## src/rtl/idct_vecrot_ctrl_pkg.sv

```systemverilog
`default_nettype none
// ============================================================================
// Module   : idct_vecrot_ctrl_pkg
// Brief    : Shared types and frame-size helpers for the IDCT vector-rotation
//            frame sequencer.
// Revision : 1.0
// ============================================================================
package idct_vecrot_ctrl_pkg;

    localparam int C_PTS_W     = 12;
    localparam int C_NUM_LEGAL = 7;
    localparam logic [C_PTS_W-1:0] C_LEGAL_PTS [C_NUM_LEGAL] = '{
        12'd32, 12'd64, 12'd128, 12'd256, 12'd512, 12'd1024, 12'd2048
    };

    typedef enum logic [2:0] {
        ST_IDLE  = 3'd0,
        ST_LOAD  = 3'd1,
        ST_WAIT  = 3'd2,
        ST_ROT   = 3'd3,
        ST_DRAIN = 3'd4
    } state_t;

    function automatic logic is_legal_pts(input logic [C_PTS_W-1:0] n);
        logic r;
        r = 1'b0;
        for (int i = 0; i < C_NUM_LEGAL; i++) begin
            if (n == C_LEGAL_PTS[i]) r = 1'b1;
        end
        return r;
    endfunction

    // Coefficient step is 2048/N, returned as a shift amount (2048 -> 0, 32 -> 6).
    function automatic logic [2:0] log2_step(input logic [C_PTS_W-1:0] n);
        logic [2:0] s;
        s = 3'd0;
        for (int i = 0; i < C_NUM_LEGAL; i++) begin
            if (n == C_LEGAL_PTS[i]) s = 3'(C_NUM_LEGAL - 1 - i);
        end
        return s;
    endfunction

endpackage
`default_nettype wire

```

## src/rtl/idct_vecrot_ctrl_if.sv

```systemverilog
`default_nettype none
// ============================================================================
// Module   : idct_vecrot_ctrl_if
// Brief    : Sink, buffer, coefficient ROM and source signals of the sequencer.
// Revision : 1.0
// ============================================================================
interface idct_vecrot_ctrl_if #(
    parameter int W_ADDR = 11
);
    logic [11:0]       fftpts_in;
    logic              sink_valid;
    logic              sink_sop;
    logic              sink_eop;
    logic              sink_ready;
    logic              fft_ready;
    logic              buf_wr_en;
    logic [W_ADDR-1:0] buf_wr_addr;
    logic              buf_rd_en;
    logic [W_ADDR-1:0] buf_rd_addr_a;
    logic [W_ADDR-1:0] buf_rd_addr_b;
    logic [W_ADDR-1:0] coeff_addr;
    logic              source_valid;
    logic              source_sop;
    logic              source_eop;
    logic              error;

    modport master (
        output fftpts_in, sink_valid, sink_sop, sink_eop, fft_ready,
        input  sink_ready, buf_wr_en, buf_wr_addr, buf_rd_en, buf_rd_addr_a,
               buf_rd_addr_b, coeff_addr, source_valid, source_sop, source_eop, error
    );

    modport slave (
        input  fftpts_in, sink_valid, sink_sop, sink_eop, fft_ready,
        output sink_ready, buf_wr_en, buf_wr_addr, buf_rd_en, buf_rd_addr_a,
               buf_rd_addr_b, coeff_addr, source_valid, source_sop, source_eop, error
    );
endinterface
`default_nettype wire

```

## src/rtl/idct_vecrot_ctrl_strobe_dly.sv

```systemverilog
`default_nettype none
// ============================================================================
// Module   : idct_strobe_dly
// Brief    : Resettable fixed-depth delay line; DEPTH 0 is a plain wire.
// Revision : 1.0
// ============================================================================
module idct_strobe_dly #(
    parameter int WIDTH = 3,
    parameter int DEPTH = 2
) (
    input  logic             clk,
    input  logic             rst,
    input  logic [WIDTH-1:0] i_d,
    output logic [WIDTH-1:0] o_q
);

    generate
        if (DEPTH == 0) begin : g_bypass
            assign o_q = i_d;
        end else begin : g_pipe
            logic [WIDTH-1:0] r_pipe [DEPTH];

            always_ff @(posedge clk) begin
                if (rst) begin
                    for (int i = 0; i < DEPTH; i++) r_pipe[i] <= '0;
                end else begin
                    r_pipe[0] <= i_d;
                    for (int i = 1; i < DEPTH; i++) r_pipe[i] <= r_pipe[i-1];
                end
            end

            assign o_q = r_pipe[DEPTH-1];
        end
    endgenerate

endmodule
`default_nettype wire

```

## src/rtl/idct_vecrot_ctrl.sv

```systemverilog
`default_nettype none
// ============================================================================
// Module   : idct_vecrot_ctrl
// Brief    : Loads one frame into the input buffer, then replays it as (k, N-k)
//            pairs with matching coefficient ROM addresses and source strobes.
// Revision : 1.0
// ============================================================================
module idct_vecrot_ctrl
    import idct_vecrot_ctrl_pkg::*;
#(
    parameter int W_ADDR  = 11,
    parameter int RD_LAT  = 2,
    parameter int ROM_LAT = 1
) (
    input  logic              clk,
    input  logic              rst_sync,
    idct_vecrot_ctrl_if.slave bus
);

    localparam logic [W_ADDR-1:0] C_DRAIN_LAST = W_ADDR'(RD_LAT - 1);

    state_t            r_state,  w_state_nxt;
    logic [W_ADDR-1:0] r_cnt,    w_cnt_nxt;
    logic [W_ADDR-1:0] r_mask,   w_mask_nxt;
    logic [2:0]        r_shift,  w_shift_nxt;
    logic              r_error,  w_error_nxt;

    logic              w_wr_en;
    logic              w_rd_en;
    logic              w_sink_ready;
    logic              w_last;
    logic [W_ADDR-1:0] w_pts_mask;
    logic [W_ADDR-1:0] w_coeff_issue;
    logic [2:0]        w_src_q;

    // N is a power of two, so N-1 doubles as the wrap mask for (N-k) mod N.
    assign w_pts_mask = bus.fftpts_in[W_ADDR-1:0] - W_ADDR'(1);
    assign w_last     = (r_cnt == r_mask);

    always_ff @(posedge clk) begin
        if (rst_sync) begin
            r_state <= ST_IDLE;
            r_cnt   <= '0;
            r_mask  <= '0;
            r_shift <= '0;
            r_error <= 1'b0;
        end else begin
            r_state <= w_state_nxt;
            r_cnt   <= w_cnt_nxt;
            r_mask  <= w_mask_nxt;
            r_shift <= w_shift_nxt;
            r_error <= w_error_nxt;
        end
    end

    always_comb begin
        w_state_nxt  = r_state;
        w_cnt_nxt    = r_cnt;
        w_mask_nxt   = r_mask;
        w_shift_nxt  = r_shift;
        w_error_nxt  = r_error;
        w_wr_en      = 1'b0;
        w_rd_en      = 1'b0;
        w_sink_ready = 1'b0;

        case (r_state)
            ST_IDLE: begin
                w_sink_ready = 1'b1;
                if (bus.sink_valid && bus.sink_sop) begin
                    // A one-sample frame is never legal, so sop+eop here is an early eop.
                    if (!is_legal_pts(bus.fftpts_in) || bus.sink_eop) begin
                        w_error_nxt = 1'b1;
                    end else begin
                        w_wr_en     = 1'b1;
                        w_mask_nxt  = w_pts_mask;
                        w_shift_nxt = log2_step(bus.fftpts_in);
                        w_cnt_nxt   = W_ADDR'(1);
                        w_state_nxt = ST_LOAD;
                    end
                end
            end

            ST_LOAD: begin
                w_sink_ready = 1'b1;
                if (bus.sink_valid) begin
                    if (bus.sink_sop || (bus.sink_eop != w_last)) begin
                        w_error_nxt = 1'b1;
                        w_cnt_nxt   = '0;
                        w_state_nxt = ST_IDLE;
                    end else begin
                        w_wr_en = 1'b1;
                        if (bus.sink_eop) begin
                            w_cnt_nxt   = '0;
                            w_state_nxt = ST_WAIT;
                        end else begin
                            w_cnt_nxt = r_cnt + W_ADDR'(1);
                        end
                    end
                end
            end

            ST_WAIT: begin
                if (bus.fft_ready) w_state_nxt = ST_ROT;
            end

            ST_ROT: begin
                w_rd_en = 1'b1;
                if (w_last) begin
                    w_cnt_nxt   = '0;
                    w_state_nxt = ST_DRAIN;
                end else begin
                    w_cnt_nxt = r_cnt + W_ADDR'(1);
                end
            end

            ST_DRAIN: begin
                if (r_cnt == C_DRAIN_LAST) begin
                    w_cnt_nxt   = '0;
                    w_state_nxt = ST_IDLE;
                end else begin
                    w_cnt_nxt = r_cnt + W_ADDR'(1);
                end
            end

            default: begin
                w_cnt_nxt   = '0;
                w_state_nxt = ST_IDLE;
            end
        endcase
    end

    assign w_coeff_issue = w_rd_en ? (r_cnt << r_shift) : '0;

    assign bus.sink_ready    = w_sink_ready;
    assign bus.buf_wr_en     = w_wr_en;
    assign bus.buf_wr_addr   = w_wr_en ? r_cnt : '0;
    assign bus.buf_rd_en     = w_rd_en;
    assign bus.buf_rd_addr_a = w_rd_en ? r_cnt : '0;
    assign bus.buf_rd_addr_b = w_rd_en ? ((W_ADDR'(0) - r_cnt) & r_mask) : '0;
    assign bus.error         = r_error;

    idct_strobe_dly #(
        .WIDTH (3),
        .DEPTH (RD_LAT)
    ) u_src_dly (
        .clk (clk),
        .rst (rst_sync),
        .i_d ({w_rd_en, w_rd_en & (r_cnt == '0), w_rd_en & w_last}),
        .o_q (w_src_q)
    );

    assign bus.source_valid = w_src_q[2];
    assign bus.source_sop   = w_src_q[1];
    assign bus.source_eop   = w_src_q[0];

    // ROM is faster than the buffer; hold its address back so q lands with buffer data.
    idct_strobe_dly #(
        .WIDTH (W_ADDR),
        .DEPTH (RD_LAT - ROM_LAT)
    ) u_coeff_dly (
        .clk (clk),
        .rst (rst_sync),
        .i_d (w_coeff_issue),
        .o_q (bus.coeff_addr)
    );

endmodule
`default_nettype wire

```

## src/flat_wrapper.sv

```systemverilog
// flat-port wrapper written by rule: the top's interface ports become plain ports
module idct_vecrot_ctrl_flat import idct_vecrot_ctrl_pkg::*;
#(
    parameter int W_ADDR  = 11,
    parameter int RD_LAT  = 2,
    parameter int ROM_LAT = 1
)
  (clk, rst_sync, bus_fftpts_in, bus_sink_valid, bus_sink_sop, bus_sink_eop, bus_fft_ready, bus_sink_ready, bus_buf_wr_en, bus_buf_wr_addr, bus_buf_rd_en, bus_buf_rd_addr_a, bus_buf_rd_addr_b, bus_coeff_addr, bus_source_valid, bus_source_sop, bus_source_eop, bus_error);
  idct_vecrot_ctrl_if #(.W_ADDR(W_ADDR)) bus_i ();
  input  logic clk;
  input  logic rst_sync;
  input wire logic [$bits(bus_i.fftpts_in)-1:0] bus_fftpts_in;
  input wire logic [$bits(bus_i.sink_valid)-1:0] bus_sink_valid;
  input wire logic [$bits(bus_i.sink_sop)-1:0] bus_sink_sop;
  input wire logic [$bits(bus_i.sink_eop)-1:0] bus_sink_eop;
  input wire logic [$bits(bus_i.fft_ready)-1:0] bus_fft_ready;
  output wire logic [$bits(bus_i.sink_ready)-1:0] bus_sink_ready;
  output wire logic [$bits(bus_i.buf_wr_en)-1:0] bus_buf_wr_en;
  output wire logic [$bits(bus_i.buf_wr_addr)-1:0] bus_buf_wr_addr;
  output wire logic [$bits(bus_i.buf_rd_en)-1:0] bus_buf_rd_en;
  output wire logic [$bits(bus_i.buf_rd_addr_a)-1:0] bus_buf_rd_addr_a;
  output wire logic [$bits(bus_i.buf_rd_addr_b)-1:0] bus_buf_rd_addr_b;
  output wire logic [$bits(bus_i.coeff_addr)-1:0] bus_coeff_addr;
  output wire logic [$bits(bus_i.source_valid)-1:0] bus_source_valid;
  output wire logic [$bits(bus_i.source_sop)-1:0] bus_source_sop;
  output wire logic [$bits(bus_i.source_eop)-1:0] bus_source_eop;
  output wire logic [$bits(bus_i.error)-1:0] bus_error;
  assign bus_i.fftpts_in = bus_fftpts_in;
  assign bus_i.sink_valid = bus_sink_valid;
  assign bus_i.sink_sop = bus_sink_sop;
  assign bus_i.sink_eop = bus_sink_eop;
  assign bus_i.fft_ready = bus_fft_ready;
  assign bus_sink_ready = bus_i.sink_ready;
  assign bus_buf_wr_en = bus_i.buf_wr_en;
  assign bus_buf_wr_addr = bus_i.buf_wr_addr;
  assign bus_buf_rd_en = bus_i.buf_rd_en;
  assign bus_buf_rd_addr_a = bus_i.buf_rd_addr_a;
  assign bus_buf_rd_addr_b = bus_i.buf_rd_addr_b;
  assign bus_coeff_addr = bus_i.coeff_addr;
  assign bus_source_valid = bus_i.source_valid;
  assign bus_source_sop = bus_i.source_sop;
  assign bus_source_eop = bus_i.source_eop;
  assign bus_error = bus_i.error;
  idct_vecrot_ctrl #(.W_ADDR(W_ADDR), .RD_LAT(RD_LAT), .ROM_LAT(ROM_LAT)) u_core (.clk(clk), .rst_sync(rst_sync), .bus(bus_i));
endmodule
```

## config.mk

```make
export PLATFORM = sky130hd
export DESIGN_NAME = idct_vecrot_ctrl_flat
export DESIGN_NICKNAME = d
export VERILOG_FILES = /design/src/rtl/idct_vecrot_ctrl_pkg.sv /design/src/rtl/idct_vecrot_ctrl_if.sv /design/src/rtl/idct_vecrot_ctrl_strobe_dly.sv /design/src/rtl/idct_vecrot_ctrl.sv /design/src/flat_wrapper.sv
export SDC_FILE = /design/constraint.sdc
export NUM_CORES = 1
export LEC_CHECK = 0
export ABC_AREA = 1
export CORE_MARGIN = 3
export CORE_UTILIZATION = 46
export DETAILED_ROUTE_END_ITERATION = 6
export GPL_TIMING_DRIVEN = 0
export PLACE_DENSITY = 0.84
export SLEW_MARGIN = 10
export SYNTH_ARGS = -nofsm -noshare
export SYNTH_HDL_FRONTEND = slang
export SYNTH_SLANG_ARGS = --single-unit
```

## constraint.sdc

```tcl
create_clock -name clk -period 1.9 [get_ports clk]
set_input_delay 0.285 -clock clk [delete_from_list [all_inputs] [get_ports clk]]
set_output_delay 0.285 -clock clk [all_outputs]
set_load 0.02 [all_outputs]
```

Word level (Yosys, flattened, before mapping)

Memory sizes are Yosys's and may differ from the RTL's.
Cells that the tools add are included.
W data, S select, Z words.

Register bits after elaboration: 29
Bits in latches: 0
RAM bits: 17
Bits in read-only memories: 0
Output and inout port bits: 51
Word-level logic and storage cells: 110
Memories kept: 2

Memories:

| name                             | words | width | rd ports | clocked after Yosys merged registers in | wr ports | RTL line                          | source |
|---|---|---|---|---|---|---|---|
| u_core.u_coeff_dly.g_pipe.r_pipe | 1     | 11    | 1        | 0                                       | 1        | idct_vecrot_ctrl_strobe_dly.sv:21 | `logic [WIDTH-1:0] r_pipe [DEPTH];` |
| u_core.u_src_dly.g_pipe.r_pipe   | 2     | 3     | 2        | 0                                       | 2        | idct_vecrot_ctrl_strobe_dly.sv:21 |  |

Add/subtract/negate cells: 3
Multiply operators: 0
Divide/modulo/power cells: 0
Magnitude comparators: 0
Equality and inequality tests: 23
Shift operators: 1
Multiplexer cells: 56
Bitwise logic cells: 7
Reduce and logical (&&, ||, !) cells: 13

Operators by type and width:

| operator                | count |
|---|---|
| $mux W11                | 12 |
| $pmux W11 S5            | 1 |
| $mux W3                 | 17 |
| $mux W1                 | 23 |
| $pmux W3 S5             | 1 |
| $eq A12 B10 Y1 const B  | 1 |
| $eq A12 B11 Y1 const B  | 1 |
| $eq A12 B12 Y1 const B  | 1 |
| $eq A12 B6 Y1 const B   | 1 |
| $eq A12 B7 Y1 const B   | 1 |
| $eq A12 B8 Y1 const B   | 1 |
| $eq A12 B9 Y1 const B   | 1 |
| $add A11 B1 Y11 const B | 1 |
| $and A11 B11 Y11        | 1 |
| $eq A11 B1 Y1 const B   | 1 |
| $eq A11 B11 Y1          | 1 |
| $logic_not A11 Y1       | 1 |
| $reduce_or A11 Y1       | 1 |
| $shl A11 B3 Y11         | 1 |
| $sub A1 B11 Y11 const A | 1 |
| $sub A11 B1 Y11 const B | 1 |
| $ne A2 B1 Y1 const B    | 5 |
| $reduce_and A7 Y1       | 1 |
| $eq A3 B2 Y1 const B    | 2 |
| other kinds (18)        | 25 |

Depth between registers and ports, before layout

Depth in word-level cells: 16
Mapped depth: 14
Gate-level depth less buffers: 13

Hierarchy

From an unflattened synthesis, not the netlist that was laid out.

Cells, all modules: 502
Area, all modules: 3253.1 um^2

By module, submodules not included:

| module                               | times used | cells each | area an instance (um^2) | sequential area each (um^2) |
|---|---|---|---|---|
| idct_vecrot_ctrl                     | 1          | 447        | 2751.4                  | 580.6 |
| idct_strobe_dly (u_core.u_coeff_dly) | 1          | 34         | 314.1                   | 220.2 |
| idct_strobe_dly (u_core.u_src_dly)   | 1          | 21         | 187.7                   | 120.1 |

Least setup slack after synthesis

No wires, ideal clock.

Kind: register to output
Start: reg u_core.r_state[0]
End: out bus_buf_rd_addr_b[3]
Data arrival time: 1.965 ns
Data required time: 1.615 ns
Path slack: -0.350 ns
Stages on the path, launching flop included: 7
Path buffers: 0
Path through: dfxtp_1 -> inv_1 -> nor2_2 -> inv_2 -> nor2_4 -> inv_2 -> a2111oi_0

Longest elaborated chain between the ends: 3

Ends and longest elaborated chain:

| what                     | RTL line                | source |
|---|---|---|
| start: declaration       | idct_vecrot_ctrl.sv:22  | `state_t r_state, w_state_nxt;` |
| start signal: assignment | idct_vecrot_ctrl.sv:48  | `r_state <= w_state_nxt;` |
| $eq A3 B2 Y1             | idct_vecrot_ctrl.sv:66  | `case (r_state)` |
| $mux W1                  | idct_vecrot_ctrl.sv:66  |  |
| via bus_buf_rd_en        | flat_wrapper.sv:20      | `output wire logic [$bits(bus_i.buf_rd_en)-1:0] bus_buf_rd_en;` |
| $mux W11                 | idct_vecrot_ctrl.sv:139 | `assign bus.buf_rd_addr_b = w_rd_en ? ((W_ADDR'(0) - r_cnt) & r_mask) : '0;` |
| end: declaration         | flat_wrapper.sv:22      | `output wire logic [$bits(bus_i.buf_rd_addr_b)-1:0] bus_buf_rd_addr_b;` |

The timed path passes the listed nets, and every way through them passes these cells.

Worst setup path in the final report

Start: reg u_core.r_cnt[4]
End: out bus_buf_wr_addr[5]

Longest elaborated chain between the ends: 7

Ends and longest elaborated chain:

| what                     | RTL line                | source |
|---|---|---|
| start: declaration       | idct_vecrot_ctrl.sv:23  | `logic [W_ADDR-1:0] r_cnt, w_cnt_nxt;` |
| start signal: assignment | idct_vecrot_ctrl.sv:49  | `r_cnt <= w_cnt_nxt;` |
| $eq A11 B11 Y1           | idct_vecrot_ctrl.sv:38  | `assign w_last = (r_cnt == r_mask);` |
| $ne A1 B1 Y1             | idct_vecrot_ctrl.sv:86  | `if (bus.sink_sop \|\| (bus.sink_eop != w_last)) begin` |
| $logic_or A1 B1 Y1       | idct_vecrot_ctrl.sv:86  |  |
| $mux W1                  | idct_vecrot_ctrl.sv:86  |  |
| $mux W1                  | idct_vecrot_ctrl.sv:85  | `if (bus.sink_valid) begin` |
| $pmux W1 S2              | idct_vecrot_ctrl.sv:66  |  |
| $mux W11                 | idct_vecrot_ctrl.sv:136 | `assign bus.buf_wr_addr = w_wr_en ? r_cnt : '0;` |
| end: declaration         | flat_wrapper.sv:19      | `output wire logic [$bits(bus_i.buf_wr_addr)-1:0] bus_buf_wr_addr;` |

Every way passes these cells.

==> results by group <==
Run status
  • Result of the run: finished with violations
  • Violations in the final reports: negative setup slack

Timing
  • Final number of hold-violating endpoints: 0
  • Transition at the pin with the smallest max-transition slack: 720 ps
  • Setup repair after global routing missed its margin: yes
  • Slack of the critical path: -573 ps
  • Final count of pins violating max slew: 0
  • Worst max-slew margin expressed relative to the limit: 0.520
  • Clock period minus worst slack: roughly 2500 ps
  • Period Utilization, post-route: 1.30
  • Skew final: 6.29 ps
  • Max Clock Freq: between 400 and 500 MHz
  • Number of setup violations in the final report: 33

Finish
  • Final cell utilization of the core: 0.746
  • Number of nets at the end of the flow: 605
  • Count of antenna diodes in the layout: 0
  • Proportion of layout cells with a drive suffix above 1: 0.367
  • Post-route cell area: approximately 0.0048 mm^2
  • Number of fill cells in the layout: about 460
  • P&R area growth vs syn: 54.1%

Floorplan
  • Starting utilization of the core area: 0.484
  • I/O pin cnt: 69
  • Floorplan die width: 88.7 um
  • Height of the chip: 88.7 um
  • Placeable core region: approximately 0.0065 mm^2
  • Row cnt: 29
  • Total Die Area: about 0.0079 mm^2

Routing
  • Post-Route WL: between 10 and 15 mm
  • Remaining antenna violation count after routing: 0
  • Count of TritonRoute iterations in the first routing pass: 7
  • Routed len/inst: about 16 um
  • Average vias per placed instance: about 5.6
  • Via count: around 3700
  • 1st-iter DRT viols: 490
  • DR DRC count: 0

Synth
  • Library cells used by synthesis: between 40 and 50
  • Most frequently used flop master after synthesis: sky130_fd_sc_hd__dfxtp_1
  • Post-Syn Nets: between 400 and 500
  • Synthesized instance count: 470
  • Yosys warning total: 0
  • Asr flop ratio synth: 0
  • Netlist Area Pre-Place: approximately 0.0031 mm^2
  • Average cell area after synthesis: approximately 6.7 um^2
  • Sequential area share after synthesis: 0.293
  • Flop and latch count out of synthesis: between 40 and 50
  • Number of synthesized flops with an enable pin: 0

Clock tree
  • Number of buffers added by the clock tree synthesis step: 5
  • Clock tree root buffer cell: sky130_fd_sc_hd__clkbuf_8
  • Max Buffers Root-to-Sink: 2
  • Clock input transition at the sequential cells of the worst setup and hold paths: 80 ps
  • Number of buffers inserted by hold repair at cts: 0
  • CTS tree: done
  • CTS H-Tree Depth: 2
  • Clock network latency to the later pin of the worst-skew pair: roughly 300 ps
  • Number of clock sinks: 46

Critical path
  • Critical path arrival: 2190 ps
  • FF-to-FF End: u_core.r_cnt[10]
  • Max FO, Critical Path: 8
  • Critical path's slowest cell: sky130_fd_sc_hd__dfxtp_1
  • Critical Path End Type: primary output
  • Sequence of cells on the critical path: buf_4, xnor2_1, nand2_1, nor2_2, nand3_4, xor2_4, nand3_4, buf_16, a21oi_4, buf_6
  • Type of element launching the critical path: register
  • FF-to-FF path depth: 11
  • Critical path class: reg -> out
  • Worst setup slack for register-to-register paths: -220 ps
  • Required arrival time at the worst endpoint: 1620 ps
  • Origin of the critical flop-to-flop path: u_core.r_cnt[0]
  • Cell type with the highest occurrence count on the critical path: sky130_fd_sc_hd__nand3_4
  • Delay of the slowest cell on the worst path: about 310 ps

GRT
  • Largest net degree at the start of global routing: 14
  • Number of antenna violations at the first check in global routing: 0
  • Total routing resource utilization after global routing: 0.257
  • GR Overflow Total: 0
  • Via count of the first global-routing pass: ~3300
  • Global-route wire length before repair: between 15 and 20 mm

Worst hold path
  • Depth of the worst hold-timing path: 2
  • Terminating pin of the worst hold path: u_core.u_src_dly.g_pipe.r_pipe[0][4]
  • Type of the worst min-delay path: reg -> reg
  • Hold Startpoint: u_core.u_src_dly.g_pipe.r_pipe[0][1]

Run
  • MaxCap Viol Count: 0

Power
  • Max rail drop VDD: about 240 uV
  • Power after layout: 1690 uW
  • Leak: roughly 0.002 uW
  • Total power density per cell area: ~350 mW/mm^2

Place
  • Placed cell area: about 0.0040 mm^2
  • Post-Place Setup Slack: -1160 ps
  • Placed wire-length estimate after detailed placement: 6.69 mm
  • Global placer's final weighted congestion: 0.932
  • IO Port Bufs: 68
## metal layers
layer / GRT usage / vias up / share of wire
met5: 0 / - / 0
met4: 0.0852 / 0 / 0.049
met3: 0.0493 / 67 / 0.087
met2: 0.472 / 227 / 0.49
met1: 0.295 / 1675 / 0.37
li1: - / 1739 / -
## logic make-up after synthesis
family | synth area share
AND/OR/NAND/NOR | 0.341
AO/OA/AOI/OAI | 0.165
flip-flops | 0.293
adder cells (fa/ha/maj) | 0.0239
buffers and inverters | 0.108
XOR/XNOR | 0.0692
## power breakdown
part	switching (uW)	internal, uW
logic	89.6	61.6
clock network	331	248
registers	0.801	962
## area by class of cell
class / instances / area (um^2) / area share
Clock inverter: 2 / 10.0 / 0.00207
Sequential cell: 46 / 935 / 0.193
Multi-Input combinational cell: 348 / 2330 / 0.482
Timing Repair Buffer: 104 / 978 / 0.202
Tap cell: 77 / 96.3 / 0.0199
Clock buffer: 5 / 68.8 / 0.0142
Inverter: 54 / 236 / 0.0488
Buffer: 22 / 186 / 0.0385
## Yosys cell counts (5+ instances only)
cell	count	share of area
sky130_fd_sc_hd__inv_1	39	0.047
sky130_fd_sc_hd__nor2_1	63	0.075
sky130_fd_sc_hd__xnor2_1	7	0.019
sky130_fd_sc_hd__xor2_1	16	0.045
sky130_fd_sc_hd__o21ai_0	24	0.038
sky130_fd_sc_hd__nand2_2	5	0.0099
sky130_fd_sc_hd__nor2_2	9	0.018
sky130_fd_sc_hd__buf_2	7	0.011
sky130_fd_sc_hd__a21oi_1	32	0.051
sky130_fd_sc_hd__nand3b_1	6	0.014
sky130_fd_sc_hd__ha_1	6	0.024
sky130_fd_sc_hd__dfxtp_1	46	0.29
sky130_fd_sc_hd__o21ai_1	7	0.011
sky130_fd_sc_hd__nand2_1	94	0.11
sky130_fd_sc_hd__nand3_1	28	0.045
sky130_fd_sc_hd__clkbuf_1	5	0.0060
sky130_fd_sc_hd__a21oi_2	9	0.025
sky130_fd_sc_hd__inv_2	11	0.013
sky130_fd_sc_hd__nor3_1	6	0.0095
## worst max-delay path by stage
| stage | start | end | slack (ps) | cells after the start |
|---|---|---|---|---|
| final | u_core.r_cnt[4] | bus_buf_wr_addr[5] | -570 | 10 |
| after global routing | u_core.r_cnt[7] | bus_buf_wr_addr[5] | -650 | 10 |
| after CTS | u_core.r_cnt[0] | bus_buf_wr_addr[5] | -570 | 9 |
| after detailed placement | bus_fftpts_in[0] | bus_buf_wr_addr[5] | -1160 | 12 |
| after global placement | bus_fftpts_in[0] | bus_buf_wr_addr[8] | -1090 | 12 |
| after floorplan | u_core.r_cnt[0] | bus_buf_wr_addr[1] | -2 | 8 |
## timing repair
item                                    in CTS  in global routing
endpoints found under the setup margin      47                 57
gates resized for setup                    238                 77
pin swaps                                   20                 21
cloned                                       3                  1
setup buffers                               26                 12
## per-stage QoR
stage / hold WS, ps / setup TNS [ps] / instances
2_1_floorplan: 364 / -1.65 / 470
3_3_place_gp: 392 / -27370 / 615
3_5_place_dp: 396 / -30060 / 615
4_1_cts: 408 / -7980 / 651
5_1_grt: 417 / -11930 / 658
6_report: 406 / -9680 / 658
## critical path: cells and delay by family (launching register included)
family	cells	cell delay, ps
AO/OA/AOI/OAI	1	130
flip-flops	1	310
AND/OR/NAND/NOR	4	570
buffers and inverters	3	490
XOR/XNOR	2	380
## flip-flops by register name, summed over array words and instances (netlist names)
signal and flops:
u_core.r_mask 11, u_core.r_cnt 11, u_core.u_coeff_dly.g_pipe.r_pipe 11, u_core.r_shift 3, u_core.r_state 3, u_core.bus.error 1
u_core.u_src_dly.g_pipe.r_pipe 6
## layout by cell type (no fill, tap or decap), drive strengths merged
cell type and count:
nand2 100, buf 82, nor2 77, inv 50
dfxtp 46, a21oi 42, o21ai 33, nand3 31
clkdlybuf4s50 22, xor2 17, clkbuf 13, dlygate4sd2 10
xnor2 7, nand3b 6, ha 6, clkinv 6
nor3 6, nand4 5, or2 4, o22ai 3
dlymetal6s2s 3, o211ai 3, a31oi 2, nor4 2
a2111oi 1, a211oi 1, o311ai 1, o31ai 1
bufbuf 1
(Power assumes the default switching activity.)
